--- src/rtl/shared_ram_arbiter_pkg.sv ---
// Shared definitions for the shared RAM arbiter slice.
//   - clog2 helper for index widths
//   - IDLE/RESP response-state encoding
//   - slice_field: extracts requester k's field from a flat packed bus
package shared_ram_arbiter_pkg;

  localparam logic [0:0] ST_IDLE = 1'b0;
  localparam logic [0:0] ST_RESP = 1'b1;

  // Upper bounds for the generic slicing helper; callers zero-extend into
  // FLAT_MAX and truncate the FIELD_MAX result to the real field width.
  localparam int unsigned FLAT_MAX  = 256;
  localparam int unsigned FIELD_MAX = 32;

  function automatic int unsigned clog2(input int unsigned n);
    int unsigned r;
    r = 0;
    for (int unsigned i = 0; i < 32; i++) begin
      if ((64'(1) << i) < 64'(n)) r = i + 1;
    end
    return r;
  endfunction

  function automatic logic [FIELD_MAX-1:0] slice_field(
    input logic [FLAT_MAX-1:0] flat,
    input int unsigned         idx,
    input int unsigned         width
  );
    logic [FLAT_MAX-1:0]  shifted;
    logic [FIELD_MAX-1:0] mask;
    shifted = flat >> (idx * width);
    mask    = '0;
    for (int unsigned b = 0; b < FIELD_MAX; b++) begin
      if (b < width) mask[b] = 1'b1;
    end
    return shifted[FIELD_MAX-1:0] & mask;
  endfunction

endpackage

--- src/rtl/shared_ram_arbiter_if.sv ---
// Request/response bus between REQ_CNT requesters and the shared RAM arbiter.
//   master: requester side (drives requests, accepts responses)
//   slave : arbiter side (grants requests, presents read responses)
interface shared_ram_arbiter_if #(
  parameter int unsigned REQ_CNT    = 2,
  parameter int unsigned ID_WIDTH   = 1,
  parameter int unsigned ADDR_WIDTH = 3,
  parameter int unsigned DATA_WIDTH = 8
);
  logic [REQ_CNT-1:0]            req_vld;
  logic [REQ_CNT-1:0]            req_rdy;
  logic [REQ_CNT-1:0]            req_we;
  logic [REQ_CNT*ADDR_WIDTH-1:0] req_addr;
  logic [REQ_CNT*DATA_WIDTH-1:0] req_wdata;
  logic                          resp_vld;
  logic                          resp_rdy;
  logic [ID_WIDTH-1:0]           resp_id;
  logic [DATA_WIDTH-1:0]         resp_data;
  logic                          resp_err;

  modport master (
    output req_vld, req_we, req_addr, req_wdata, resp_rdy,
    input  req_rdy, resp_vld, resp_id, resp_data, resp_err
  );

  modport slave (
    input  req_vld, req_we, req_addr, req_wdata, resp_rdy,
    output req_rdy, resp_vld, resp_id, resp_data, resp_err
  );
endinterface

--- src/rtl/shared_ram_arbiter_rr_arbiter.sv ---
// Round-robin arbiter with its own priority pointer.
//   clk, rst   : clock, synchronous active-high reset (pointer -> 0)
//   req_i      : per-requester request
//   en_i       : grant enable; no grant and pointer holds when low
//   gnt_o      : one-hot grant (combinational from req_i)
//   gnt_idx_o  : index of the granted requester
module rr_arbiter
  import shared_ram_arbiter_pkg::*;
#(
  parameter int unsigned REQ_CNT = 2
) (
  input  logic                        clk,
  input  logic                        rst,
  input  logic [REQ_CNT-1:0]          req_i,
  input  logic                        en_i,
  output logic [REQ_CNT-1:0]          gnt_o,
  output logic [clog2(REQ_CNT)-1:0]   gnt_idx_o
);
  localparam int unsigned IDX_W = clog2(REQ_CNT);

  logic [IDX_W-1:0]   ptr_q, ptr_d;
  logic [REQ_CNT-1:0] cand_oh;
  logic               found;
  int unsigned        cand;

  // Walk from the pointer, wrapping modulo REQ_CNT; first requester wins.
  always_comb begin
    gnt_o     = '0;
    gnt_idx_o = '0;
    ptr_d     = ptr_q;
    found     = 1'b0;
    cand      = 0;
    cand_oh   = '0;
    if (en_i) begin
      for (int unsigned i = 0; i < REQ_CNT; i++) begin
        cand    = (32'(ptr_q) + i) % REQ_CNT;
        cand_oh = REQ_CNT'(1) << cand;
        if (!found && |(req_i & cand_oh)) begin
          gnt_o     = cand_oh;
          gnt_idx_o = IDX_W'(cand);
          ptr_d     = IDX_W'((cand + 1) % REQ_CNT);
          found     = 1'b1;
        end
      end
    end
  end

  always_ff @(posedge clk) begin
    if (rst) ptr_q <= '0;
    else     ptr_q <= ptr_d;
  end
endmodule

--- src/rtl/shared_ram_arbiter.sv ---
// Shares one single-port byte RAM between REQ_CNT requesters.
//   clk, rst : clock, synchronous active-high reset
//   bus      : slave side of shared_ram_arbiter_if (requests in, grants and
//              tagged read responses out)
module shared_ram_arbiter
  import shared_ram_arbiter_pkg::*;
#(
  parameter int unsigned REQ_CNT    = 2,
  parameter int unsigned ID_WIDTH   = 1,
  parameter int unsigned ADDR_WIDTH = 3,
  parameter int unsigned DATA_WIDTH = 8,
  parameter int unsigned RAM_DEPTH  = 5
) (
  input  logic                clk,
  input  logic                rst,
  shared_ram_arbiter_if.slave bus
);
  localparam int unsigned IDX_W = clog2(REQ_CNT);

  logic [DATA_WIDTH-1:0] mem_q [RAM_DEPTH];

  logic [0:0]            state_q, state_d;
  logic [ID_WIDTH-1:0]   resp_id_q, resp_id_d;
  logic [DATA_WIDTH-1:0] resp_data_q, resp_data_d;
  logic                  resp_err_q, resp_err_d;

  logic                  resp_vld;
  logic                  can_issue;
  logic [REQ_CNT-1:0]    gnt;
  logic [IDX_W-1:0]      gnt_idx;
  logic                  gnt_any, sel_we, in_range, rd_grant;
  logic [ADDR_WIDTH-1:0] sel_addr;
  logic [DATA_WIDTH-1:0] sel_wdata, rd_data;

  assign resp_vld  = (state_q == ST_RESP);
  // No grants while in reset so a reset cycle cannot write the RAM.
  assign can_issue = (!resp_vld || bus.resp_rdy) && !rst;

  rr_arbiter #(.REQ_CNT(REQ_CNT)) u_arb (
    .clk       (clk),
    .rst       (rst),
    .req_i     (bus.req_vld),
    .en_i      (can_issue),
    .gnt_o     (gnt),
    .gnt_idx_o (gnt_idx)
  );

  assign bus.req_rdy = gnt;
  assign gnt_any     = |gnt;
  assign sel_we      = |(bus.req_we & gnt);
  assign rd_grant    = gnt_any && !sel_we;

  always_comb begin
    sel_addr  = ADDR_WIDTH'(slice_field(FLAT_MAX'(bus.req_addr), 32'(gnt_idx), ADDR_WIDTH));
    sel_wdata = DATA_WIDTH'(slice_field(FLAT_MAX'(bus.req_wdata), 32'(gnt_idx), DATA_WIDTH));
    in_range  = 32'(sel_addr) < RAM_DEPTH;
    // Out-of-range addresses match no word and read back as zero.
    rd_data   = '0;
    for (int unsigned w = 0; w < RAM_DEPTH; w++) begin
      if (32'(sel_addr) == w) rd_data = mem_q[w];
    end
  end

  always_ff @(posedge clk) begin
    for (int unsigned w = 0; w < RAM_DEPTH; w++) begin
      if (gnt_any && sel_we && 32'(sel_addr) == w) mem_q[w] <= sel_wdata;
    end
  end

  // A new read grant overrides acceptance, giving back-to-back responses.
  always_comb begin
    state_d     = state_q;
    resp_id_d   = resp_id_q;
    resp_data_d = resp_data_q;
    resp_err_d  = resp_err_q;
    if (rd_grant) begin
      state_d     = ST_RESP;
      resp_id_d   = ID_WIDTH'(gnt_idx);
      resp_data_d = rd_data;
      resp_err_d  = !in_range;
    end else if (bus.resp_rdy) begin
      state_d     = ST_IDLE;
    end
  end

  always_ff @(posedge clk) begin
    if (rst) begin
      state_q     <= ST_IDLE;
      resp_id_q   <= '0;
      resp_data_q <= '0;
      resp_err_q  <= 1'b0;
    end else begin
      state_q     <= state_d;
      resp_id_q   <= resp_id_d;
      resp_data_q <= resp_data_d;
      resp_err_q  <= resp_err_d;
    end
  end

  assign bus.resp_vld  = resp_vld;
  assign bus.resp_id   = resp_id_q;
  assign bus.resp_data = resp_data_q;
  assign bus.resp_err  = resp_err_q;
endmodule

--- src/flat_wrapper.sv ---
// flat-port wrapper written by rule: the top's interface ports become plain ports
module shared_ram_arbiter_flat import shared_ram_arbiter_pkg::*;
#(
  parameter int unsigned REQ_CNT    = 2,
  parameter int unsigned ID_WIDTH   = 1,
  parameter int unsigned ADDR_WIDTH = 3,
  parameter int unsigned DATA_WIDTH = 8,
  parameter int unsigned RAM_DEPTH  = 5
)
  (clk, rst, bus_req_vld, bus_req_we, bus_req_addr, bus_req_wdata, bus_resp_rdy, bus_req_rdy, bus_resp_vld, bus_resp_id, bus_resp_data, bus_resp_err);
  shared_ram_arbiter_if #(.REQ_CNT(REQ_CNT), .ID_WIDTH(ID_WIDTH), .ADDR_WIDTH(ADDR_WIDTH), .DATA_WIDTH(DATA_WIDTH)) bus_i ();
  input  logic clk;
  input  logic rst;
  input wire logic [$bits(bus_i.req_vld)-1:0] bus_req_vld;
  input wire logic [$bits(bus_i.req_we)-1:0] bus_req_we;
  input wire logic [$bits(bus_i.req_addr)-1:0] bus_req_addr;
  input wire logic [$bits(bus_i.req_wdata)-1:0] bus_req_wdata;
  input wire logic [$bits(bus_i.resp_rdy)-1:0] bus_resp_rdy;
  output wire logic [$bits(bus_i.req_rdy)-1:0] bus_req_rdy;
  output wire logic [$bits(bus_i.resp_vld)-1:0] bus_resp_vld;
  output wire logic [$bits(bus_i.resp_id)-1:0] bus_resp_id;
  output wire logic [$bits(bus_i.resp_data)-1:0] bus_resp_data;
  output wire logic [$bits(bus_i.resp_err)-1:0] bus_resp_err;
  assign bus_i.req_vld = bus_req_vld;
  assign bus_i.req_we = bus_req_we;
  assign bus_i.req_addr = bus_req_addr;
  assign bus_i.req_wdata = bus_req_wdata;
  assign bus_i.resp_rdy = bus_resp_rdy;
  assign bus_req_rdy = bus_i.req_rdy;
  assign bus_resp_vld = bus_i.resp_vld;
  assign bus_resp_id = bus_i.resp_id;
  assign bus_resp_data = bus_i.resp_data;
  assign bus_resp_err = bus_i.resp_err;
  shared_ram_arbiter #(.REQ_CNT(REQ_CNT), .ID_WIDTH(ID_WIDTH), .ADDR_WIDTH(ADDR_WIDTH), .DATA_WIDTH(DATA_WIDTH), .RAM_DEPTH(RAM_DEPTH)) u_core (.clk(clk), .rst(rst), .bus(bus_i));
endmodule
--- config.mk ---
export PLATFORM = sky130hd
export DESIGN_NAME = shared_ram_arbiter_flat
export DESIGN_NICKNAME = d
export VERILOG_FILES = /design/src/rtl/shared_ram_arbiter_pkg.sv /design/src/rtl/shared_ram_arbiter_if.sv /design/src/rtl/shared_ram_arbiter_rr_arbiter.sv /design/src/rtl/shared_ram_arbiter.sv /design/src/flat_wrapper.sv
export SDC_FILE = /design/constraint.sdc
export NUM_CORES = 1
export LEC_CHECK = 0
export BUFFER_PORTS_ARGS = -buffer_cell sky130_fd_sc_hd__clkbuf_2
export CORE_MARGIN = 2
export CORE_UTILIZATION = 36
export CTS_CLUSTER_SIZE = 12
export DETAILED_ROUTE_END_ITERATION = 6
export HOLD_SLACK_MARGIN = 0.15
export PLACE_DENSITY_LB_ADDON = 0.1
export SLEW_MARGIN = 20
export SYNTH_ARGS = -nofsm -noshare
export SYNTH_HDL_FRONTEND = slang
export SYNTH_SLANG_ARGS = --single-unit
--- constraint.sdc ---
create_clock -name clk -period 2.55 [get_ports clk]
set_input_delay 0.1275 -clock clk [delete_from_list [all_inputs] [get_ports clk]]
set_output_delay 0.1275 -clock clk [all_outputs]
set_load 0.02 [all_outputs]
==> results_dict.tcl, run 1 <==
set metrics [dict create \
    finalSetupViolCount 0 \
    grt_pass1_wl_um 9670 \
    fmax_mhz 423 \
    viasPerCell 5.08 \
    avgSynthCellArea_um2 10.8 \
    wl_met1_um 2620 \
    synthesis.instances 235 \
    worst_setup_path_end_kind "primary output" \
    tns_ps 0 \
    nets 311 \
    crit_type "input port to primary output" \
    dr.pass1.iters 5 \
    ant_nets 0 \
    synth.net_count 264 \
    clk_pin_slew_ps 100 \
    wl_per_cell_um 16.0 \
    yosysTopAreaCell "edfxtp_1" \
    switching_share_pct 26.4 \
    antenna_cells 0 \
    cts_tree "yes" \
    synth-seq-cells 52 \
    antenna_found_initial 0 \
    met3_length_um 265 \
    synth.area.mux_share_pct 1.78 \
    dieArea_um2 7710 \
    cts-root-buf "clkbuf_8" \
    irDropWorstVdd_mv 0.257 \
    ys_seq_area_share_pct 57.0 \
    synth.top_cells.by_area "edfxtp_1 (47%), dfxtp_1 (9.5%), nand2_1 (6.5%)" \
    ys_warn_count 0 \
    p_sw_uw 440 \
    grt_usage_pct 16.9 \
    initial_core_util_pct 37.2 \
    clock_sinks 52 \
    fin_crit_ps 2360 \
    path_cells "dlygate4sd3_1, clkbuf_2, inv_1, or4_4, clkinvlp_4, buf_4, buf_4, clkbuf_2" \
    grt_max_degree 24 \
    worst_slew_pin_slew_ps 658 \
    yosys.area_share.adder_pct 0 \
    drc 0 \
    power_density_nw_per_um2 557 \
    rows 30 \
    wl_met2_um 3080 \
    fillCellCount 652 \
    post-route-period-util_pct 92.6 \
    synth_compound_area_share_pct 18.2 \
    slowest_stage "or4_4" \
    hpwl_um 4350 \
    synth_top_area_share_pct 47.5 \
    max_cap_viol_count 0 \
    die_y_um 87.8 \
    maxSlewViolCount 0 \
    cp_max_fo 12 \
    synth_top_family_by_area "simple AND/OR/NAND/NOR gates" \
    post_cts_buffers 0 \
    cp.arrival_ps 2230 \
    synthSimpleGateAreaFrac_pct 20.2 \
    clock_power_share_pct 28.4 \
    vias 1925 \
    die_w_um 87.8 \
    tritoncts.num_buffers 5 \
    clock_skew_ps 8.70 \
    slew_headroom_pct 55.6 \
    seq_power_share_pct 57.1 \
    overflow 0 \
    gp_congestion 0.778 \
    worstSkewPairLatency_ps 310 \
    first_global_vias 1854 \
    cp.required_ps 2420 \
    clk_path_buf_depth 2 \
    wl_um 6050 \
    mostFrequentLayoutCell "nand2_1" \
    core_area_um2 6790 \
    yosysUniqueCellTypes 36 \
    run_status "finished, final reports clean" \
    drive_gt1_share_pct 26.9 \
    netlist_area_um2 2530 \
    final_cell_mix "nand2_1 (44), clkbuf_2 (41), edfxtp_1 (40), a21oi_1 (22), nor2_1 (19)" \
    max_stage_delay_ps 650 \
    internal_power_uw 1220 \
    drtIter0Drc 125 \
    leakage_uw 0.00107 \
    hold_path.class "input port to flip-flop" \
    hold_viol_final 0 \
    num_io_pins 42 \
    top_layer "met4" \
    hold_ws_ps 178 \
    synth_xor_xnor_area_share_pct 0 \
    cts_max_level 2 \
    rsz0062_at_grt "no" \
    p_comb_share_pct 14.5 \
    startpoint_type "input port" \
    area_delta_synth_final_pct 18.0 \
    io_buffers 41 \
]
## power by group through the flow
stage               registers (uW)  clock network (uW)  logic [uW]
floorplan                      981                   0         139
global placement               969                   0         239
detailed placement             969                   0         240
CTS                            950                 489         244
global route                   952                 527         269
finish                         950                 472         241
## cell families after synthesis
group,count (synthesis)
multiplexers,3
buffers and inverters,15
AND/OR/NAND/NOR,106
flip-flops,52
AO/OA/AOI/OAI,59
## layout make-up
| type | count | area [um2] | share of cell area (%) |
|---|---|---|---|
| Clock buffer | 5 | 68.8 | 2.31 |
| Multi-Input combinational cell | 168 | 1020 | 34.2 |
| Tap cell | 96 | 120 | 4.02 |
| Sequential cell | 52 | 1440 | 48.3 |
| Clock inverter | 3 | 22.5 | 0.754 |
| Inverter | 2 | 11.3 | 0.377 |
| Timing Repair Buffer | 53 | 300 | 10.1 |
## per-stage QoR
stage / instances / power (uW) / area (um2) / util (%) / setup WS [ps]
after detailed placement: 369 / 1210 / 2870 / 42.2 / 203
after floorplan: 235 / 1120 / 2530 / - / 3.89
after global placement: 369 / 1210 / 2870 / 42.2 / 235
after global routing: 379 / 1750 / 2990 / 43.9 / 86.6
final: 379 / 1660 / 2990 / 43.9 / 188
after CTS: 379 / 1680 / 2980 / 43.9 / 53.9
## path summary, 6_finish.rpt
check	endpoint	slack (ps)	cells after the start	startpoint
max	bus_req_rdy[1]	190	8	bus_req_vld[1]
min	u_core.bus.resp_vld	180	3	bus_resp_rdy
max reg2reg	u_core.mem_q[0][2]	310	6	u_core.bus.resp_vld
min reg2reg	u_core.bus.resp_err	480	2	u_core.bus.resp_err
## cells in the mapped netlist, drive strengths merged
cell and n:
nand2 44, edfxtp 40, a21oi 23, nor2 19, nand2b 17, dfxtp 12, nor3 10, o21ai 10
a2111oi 8, a221oi 8, clkbuf 8, buf 5, nand3b 4, nor3b 4, nor2b 3, inv 2
mux2 2, a211oi 1, a21bo 1, a311oi 1, a31oi 1, and2 1, and3 1, and3b 1
mux2i 1, o2111ai 1, o21a 1, o22ai 1, o32a 1, o32ai 1, o41ai 1, or3 1
or4 1
## routing by layer
layer | GRT usage (%) | up-vias
li1 | - | 960
met4 | 4.90 | 0
met5 | 0 | -
met1 | 21.4 | 901
met3 | 2.92 | 7
met2 | 29.8 | 57
## critical path: cells and delay by family
| kind | cells | cell delay (ps) |
|---|---|---|
| and+or+nand+nor | 1 | 650 |
| buffers and inverters | 7 | 1440 |
## registers in the layout (all words and copies together) (netlist names)
signal	count
u_core.u_arb.ptr_q	1
u_core.bus.resp_err	1
u_core.bus.resp_id	1
u_core.bus.resp_data	8
u_core.bus.resp_vld	1
u_core.mem_q	40
## what timing repair did
action                                  CTS  global route
gates resized for setup                   0             1
hold buffers                              2             0
endpoints found under the hold margin     1             0
endpoints found under the setup margin    0             1
(Power assumes the default switching activity.)
==> run 2: changes to the inputs <==
clock period = 3.1 ns   (was 2.55 ns; I/O delays follow)
==> run 2 against run 1 <==
Against the previous run: clock power down 13%; critical endpoint unchanged; final cell count fell by 0.79%; count of clock-buffer cells in the layout did not move.
==> results_dict.tcl, run 2 (same netlist as run 1, synthesis figures left out) <==
set metrics [dict create \
    clk_path_buf_depth 2 \
    nets 308 \
    worst_setup_path_end_kind "primary output" \
    rsz0062_at_grt "no" \
    internal_power_uw 1010 \
    max_cap_viol_count 0 \
    cts-root-buf "clkbuf_8" \
    grt_usage_pct 16.9 \
    crit_start "bus_req_vld[1]" \
    antenna_found_initial 0 \
    top_register "u_core.mem_q" \
    cts_max_level 2 \
    leakage_uw 0.00106 \
    clock_power_share_pct 29.6 \
    num_io_pins 42 \
    crit_family "buffers and inverters" \
    die_y_um 87.8 \
    clock_skew_ps 8.76 \
    ant_nets 0 \
    hold_start "bus_req_vld[0]" \
    rrSetupSlack_ps 680 \
    vias 1918 \
    die_w_um 87.8 \
    crit_type "input port to primary output" \
    clock_sinks 52 \
    hold_path.class "input port to flip-flop" \
    dr.pass1.iters 4 \
    hold_viol_final 0 \
    grt_pass1_wl_um 9680 \
    clk_pin_slew_ps 100 \
    dieArea_um2 7710 \
    cp.arrival_ps 2430 \
    worstSkewPairLatency_ps 310 \
    path_buf_inv 6 \
    mostFrequentLayoutCell "nand2_1" \
    power_density_nw_per_um2 468 \
    maxSlewViolCount 0 \
    overflow 0 \
    path_cells "dlygate4sd3_1, clkbuf_2, inv_1, or4_4, inv_1, buf_4, clkbuf_2" \
    antenna_cells 0 \
    grt_max_degree 29 \
    cp_max_fo 28 \
    fmax_mhz 387 \
    slowest_stage "or4_4" \
    gp_congestion 0.771 \
    finalSetupViolCount 0 \
    wl_um 6100 \
    cts_tree "yes" \
    tns_ps 0 \
    drc 0 \
    initial_core_util_pct 37.2 \
    tritoncts.num_buffers 5 \
    layout_setup_ws_ps 518 \
    worst_slew_pin_slew_ps 623 \
    first_global_vias 1884 \
    post_cts_buffers 0 \
    drtIter0Drc 173 \
    irDropWorstVdd_mv 0.208 \
    post-route-period-util_pct 83.3 \
    largest_register_ffs 40 \
    p_comb_share_pct 14.0 \
    switching_share_pct 27.3 \
    area_delta_synth_final_pct 16.9 \
    rows 30 \
    seq_power_share_pct 56.4 \
    fin_crit_ps 2580 \
    p_sw_uw 378 \
    max_stage_delay_ps 730 \
    drive_gt1_share_pct 25.7 \
    wl_per_cell_um 16.2 \
    viasPerCell 5.10 \
    io_buffers 41 \
    final_cell_mix "nand2_1 (44), clkbuf_2 (41), edfxtp_1 (40), a21oi_1 (23), nor2_1 (19)" \
    core_area_um2 6790 \
    slew_headroom_pct 57.9 \
    startpoint_type "input port" \
    r2r_start "u_core.bus.resp_vld" \
    hpwl_um 4250 \
    run_status "finished, final reports clean" \
    preCtsSetupSlack_ps 640 \
    cp.required_ps 2940 \
]
## run 2: cell count changes in the layout (fill, tap and decap cells not counted), sizes merged
cell / delta
clkinv: -1
inv: +1
dlygate4sd3: -1
buf: -2
## run 2: final timing paths
| kind | end | depth (start not counted) |
|---|---|---|
| min | u_core.u_arb.ptr_q | 3 |
| max | bus_req_rdy[1] | 7 |
| min reg2reg | u_core.bus.resp_err | 2 |
| max reg2reg | u_core.bus.resp_data[6] | 7 |
## run 2: power groups by stage
stage,clock network [uW],registers (uW),logic (uW)
after global routing,452,783,216
final,410,781,194
after global placement,0,797,196
after detailed placement,0,797,195
after floorplan,0,807,114
after CTS,420,781,197
## run 2: per-layer routing
metal  global-route usage [%]  vias to the layer above  share of wire [%]
met3                     3.20                        9                5.3
met1                     21.1                      904                 43
met2                     28.7                       52                 49
met5                        0                        -                  0
li1                         -                      953                  -
met4                     7.27                        0                2.7
## run 2: per-stage QoR
stage               instances  util [%]  power, uW  hold WS, ps  instance area (um2)
floorplan                 235         -        921          271                 2530
CTS                       376      43.5       1400          151                 2960
global route              376      43.5       1450          160                 2960
finish                    376      43.5       1380          156                 2960
detailed placement        367      42.0        992          396                 2850
global placement          367      42.0        993          402                 2850
## run 2: area by class of cell
class | count | area, um2
tap | 96 | 120
fill | 659 | 3840
clock buffer | 5 | 68.8
inverter | 2 | 7.51
multi-input combinational | 168 | 1020
timing repair buffer | 50 | 275
sequential | 52 | 1440
clock inverter | 3 | 27.5
## run 2: repair_timing
item / 4_1_cts / 5_1_grt
hold buffers: 1 / 0
endpoints found under the hold margin: 1 / 0
resized for setup: 0 / 0
## run 2: tightest hold or removal path: stages
cell and delay [ps]:
clkbuf_2 100, a21oi_1 120, a311oi_1 50
==> run 3: changes to the inputs <==
clock period = 2.09 ns   (was 3.1 ns; I/O delays follow)
==> run 3 against run 2 <==
Against the previous run: the flow now finishes with violations (negative setup slack); global-route usage increased by 0.53 points; combinational power increased by 90%; total power increased by 61%; via count is 6.4% higher; flip-flop and latch count stayed put; critical path type is now flip-flop to flip-flop; largest power group unchanged.
==> results_dict.tcl, run 3 (same netlist as run 1, synthesis figures left out) <==
set metrics [dict create \
    placedCellCount 384 \
    grt_usage_pct 17.4 \
    stdcell_area_um2 3390 \
    violations "negative setup slack" \
    die_y_um 87.8 \
    largest_register_ffs 40 \
    drive_gt1_share_pct 37.4 \
    rsz0062_at_grt "yes" \
    top_register "u_core.mem_q" \
    hold_viol_final 0 \
    hold_ws_ps 167 \
    rows 30 \
    core_area_um2 6790 \
    ant_nets 0 \
    layout_setup_ws_ps -18.3 \
    hold_path.class "input port to flip-flop" \
    mostFrequentLayoutCell "nand2_1" \
    cts-root-buf "clkbuf_8" \
    clk_pin_slew_ps 100 \
    multi_input_area_um2 1170 \
    wl_um 6560 \
    cts_tree "yes" \
    grt_pass1_wl_um 10100 \
    fmax_mhz 474 \
    final_cell_mix "nand2_1 (44), clkbuf_2 (41), edfxtp_1 (40), buf_4 (23), a21oi_1 (19)" \
    cp.required_ps 2270 \
    path_cells "nor2b_4, or4_4, mux2_4, a221oi_2, a2111oi_4" \
    fin_util_pct 49.9 \
    max_stage_delay_ps 620 \
    grt_max_degree 20 \
    maxSlewViolCount 0 \
    crit_type "flip-flop to flip-flop" \
    power_density_nw_per_um2 658 \
    run_status "finished, violations left" \
    fillCellCount 633 \
    slew_headroom_pct 64.2 \
    wl_per_cell_um 16.4 \
    dieArea_um2 7710 \
    drtIter0Drc 87 \
    preCtsSetupSlack_ps -38.0 \
    worstSkewPairLatency_ps 310 \
    startpoint_type "flip-flop" \
    post-route-period-util_pct 101 \
    cp_max_fo 8 \
    max_cap_viol_count 0 \
    hpwl_um 4600 \
    leakage_uw 0.00126 \
    path_buf_inv 0 \
    fin_crit_ps 2110 \
    placed_cell_area_um2 3060 \
    regArea_um2 1440 \
    antenna_found_initial 0 \
    tritoncts.num_buffers 5 \
    viasPerCell 5.09 \
    drc 0 \
    fin_cells 401 \
    initial_core_util_pct 37.2 \
    clock_skew_ps 11.2 \
    irDropWorstVdd_mv 0.336 \
    num_io_pins 42 \
    dr.pass1.iters 4 \
    vias 2041 \
    io_buffers 41 \
    crit_family "simple AND/OR/NAND/NOR gates" \
    nets 333 \
    antenna_cells 0 \
    clk_path_buf_depth 2 \
    die_w_um 87.8 \
    finalSetupViolCount 1 \
    slowest_stage "or4_4" \
    gp_congestion 0.813 \
    clock_sinks 52 \
    cp.arrival_ps 2290 \
    overflow 0 \
    cts_max_level 2 \
    worst_slew_pin_slew_ps 535 \
    area_delta_synth_final_pct 34.0 \
    first_global_vias 1991 \
    worst_setup_path_end_kind "flip-flop" \
]
==> run 3: changes by cell type in the layout (fill, tap and decap cells not counted), sizes merged <==
cell	delta
buf	+23
bufinv	+1
or4	+1
clkinvlp	-1
dlygate4sd3	+1
==> run 3: worst min-delay path, stage by stage <==
cell      delay (ps)
clkbuf_2         110
nand2b_1         150
a21oi_1           70
==> run 3: final timing paths <==
| check | end | from | slack [ps] | depth (start not counted) |
|---|---|---|---|---|
| setup / recovery | u_core.bus.resp_data[3] | u_core.bus.resp_vld | -20 | 5 |
| hold / removal | u_core.bus.resp_vld | bus_resp_rdy | 170 | 3 |
| setup reg to reg | u_core.bus.resp_data[3] | u_core.bus.resp_vld | -20 | 5 |
| hold reg to reg | u_core.bus.resp_err | u_core.bus.resp_err | 480 | 2 |
==> run 3: per-stage QoR <==
step / TNS, ps / power, uW
3_5_place_dp: -38.0 / 1510
5_1_grt: -1800 / 2320
2_1_floorplan: -539 / 1380
6_report: -18.3 / 2230
4_1_cts: -1.46 / 2220
3_3_place_gp: -17.3 / 1510
==> run 3: repair_timing <==
action                     in CTS  in global routing
hold buffers                    2                  0
gates cloned                    0                  1
resized for setup               3                 21
setup buffers                   0                  6
hold endpoints to repair        1                  0
setup endpoints to repair       3                 35
pin swaps                       0                  7
==> run 3: routing by layer <==
| layer | GRT usage, % | vias up | share of wire [%] |
|---|---|---|---|
| met1 | 21.3 | 978 | 42 |
| li1 | - | 1004 | - |
| met2 | 31.3 | 50 | 53 |
| met4 | 5.87 | 0 | 1.5 |
| met5 | 0 | - | 0 |
| met3 | 2.64 | 9 | 3.8 |
==> run 3: power by group <==
part	internal (uW)	switching [uW]	total [uW]
clock	363	344	707
sequential	1150	13.1	1160
combinational	155	213	368
==> run 3: final cells by class <==
| cell class | count | area share (%) |
|---|---|---|
| sequential | 52 | 42.5 |
| multi-input combinational | 169 | 34.5 |
| timing repair buffer | 74 | 15.7 |
| tap | 96 | 3.54 |
| clock buffer | 5 | 2.03 |
| clock inverter | 3 | 1.37 |
| inverter | 2 | 0.295 |
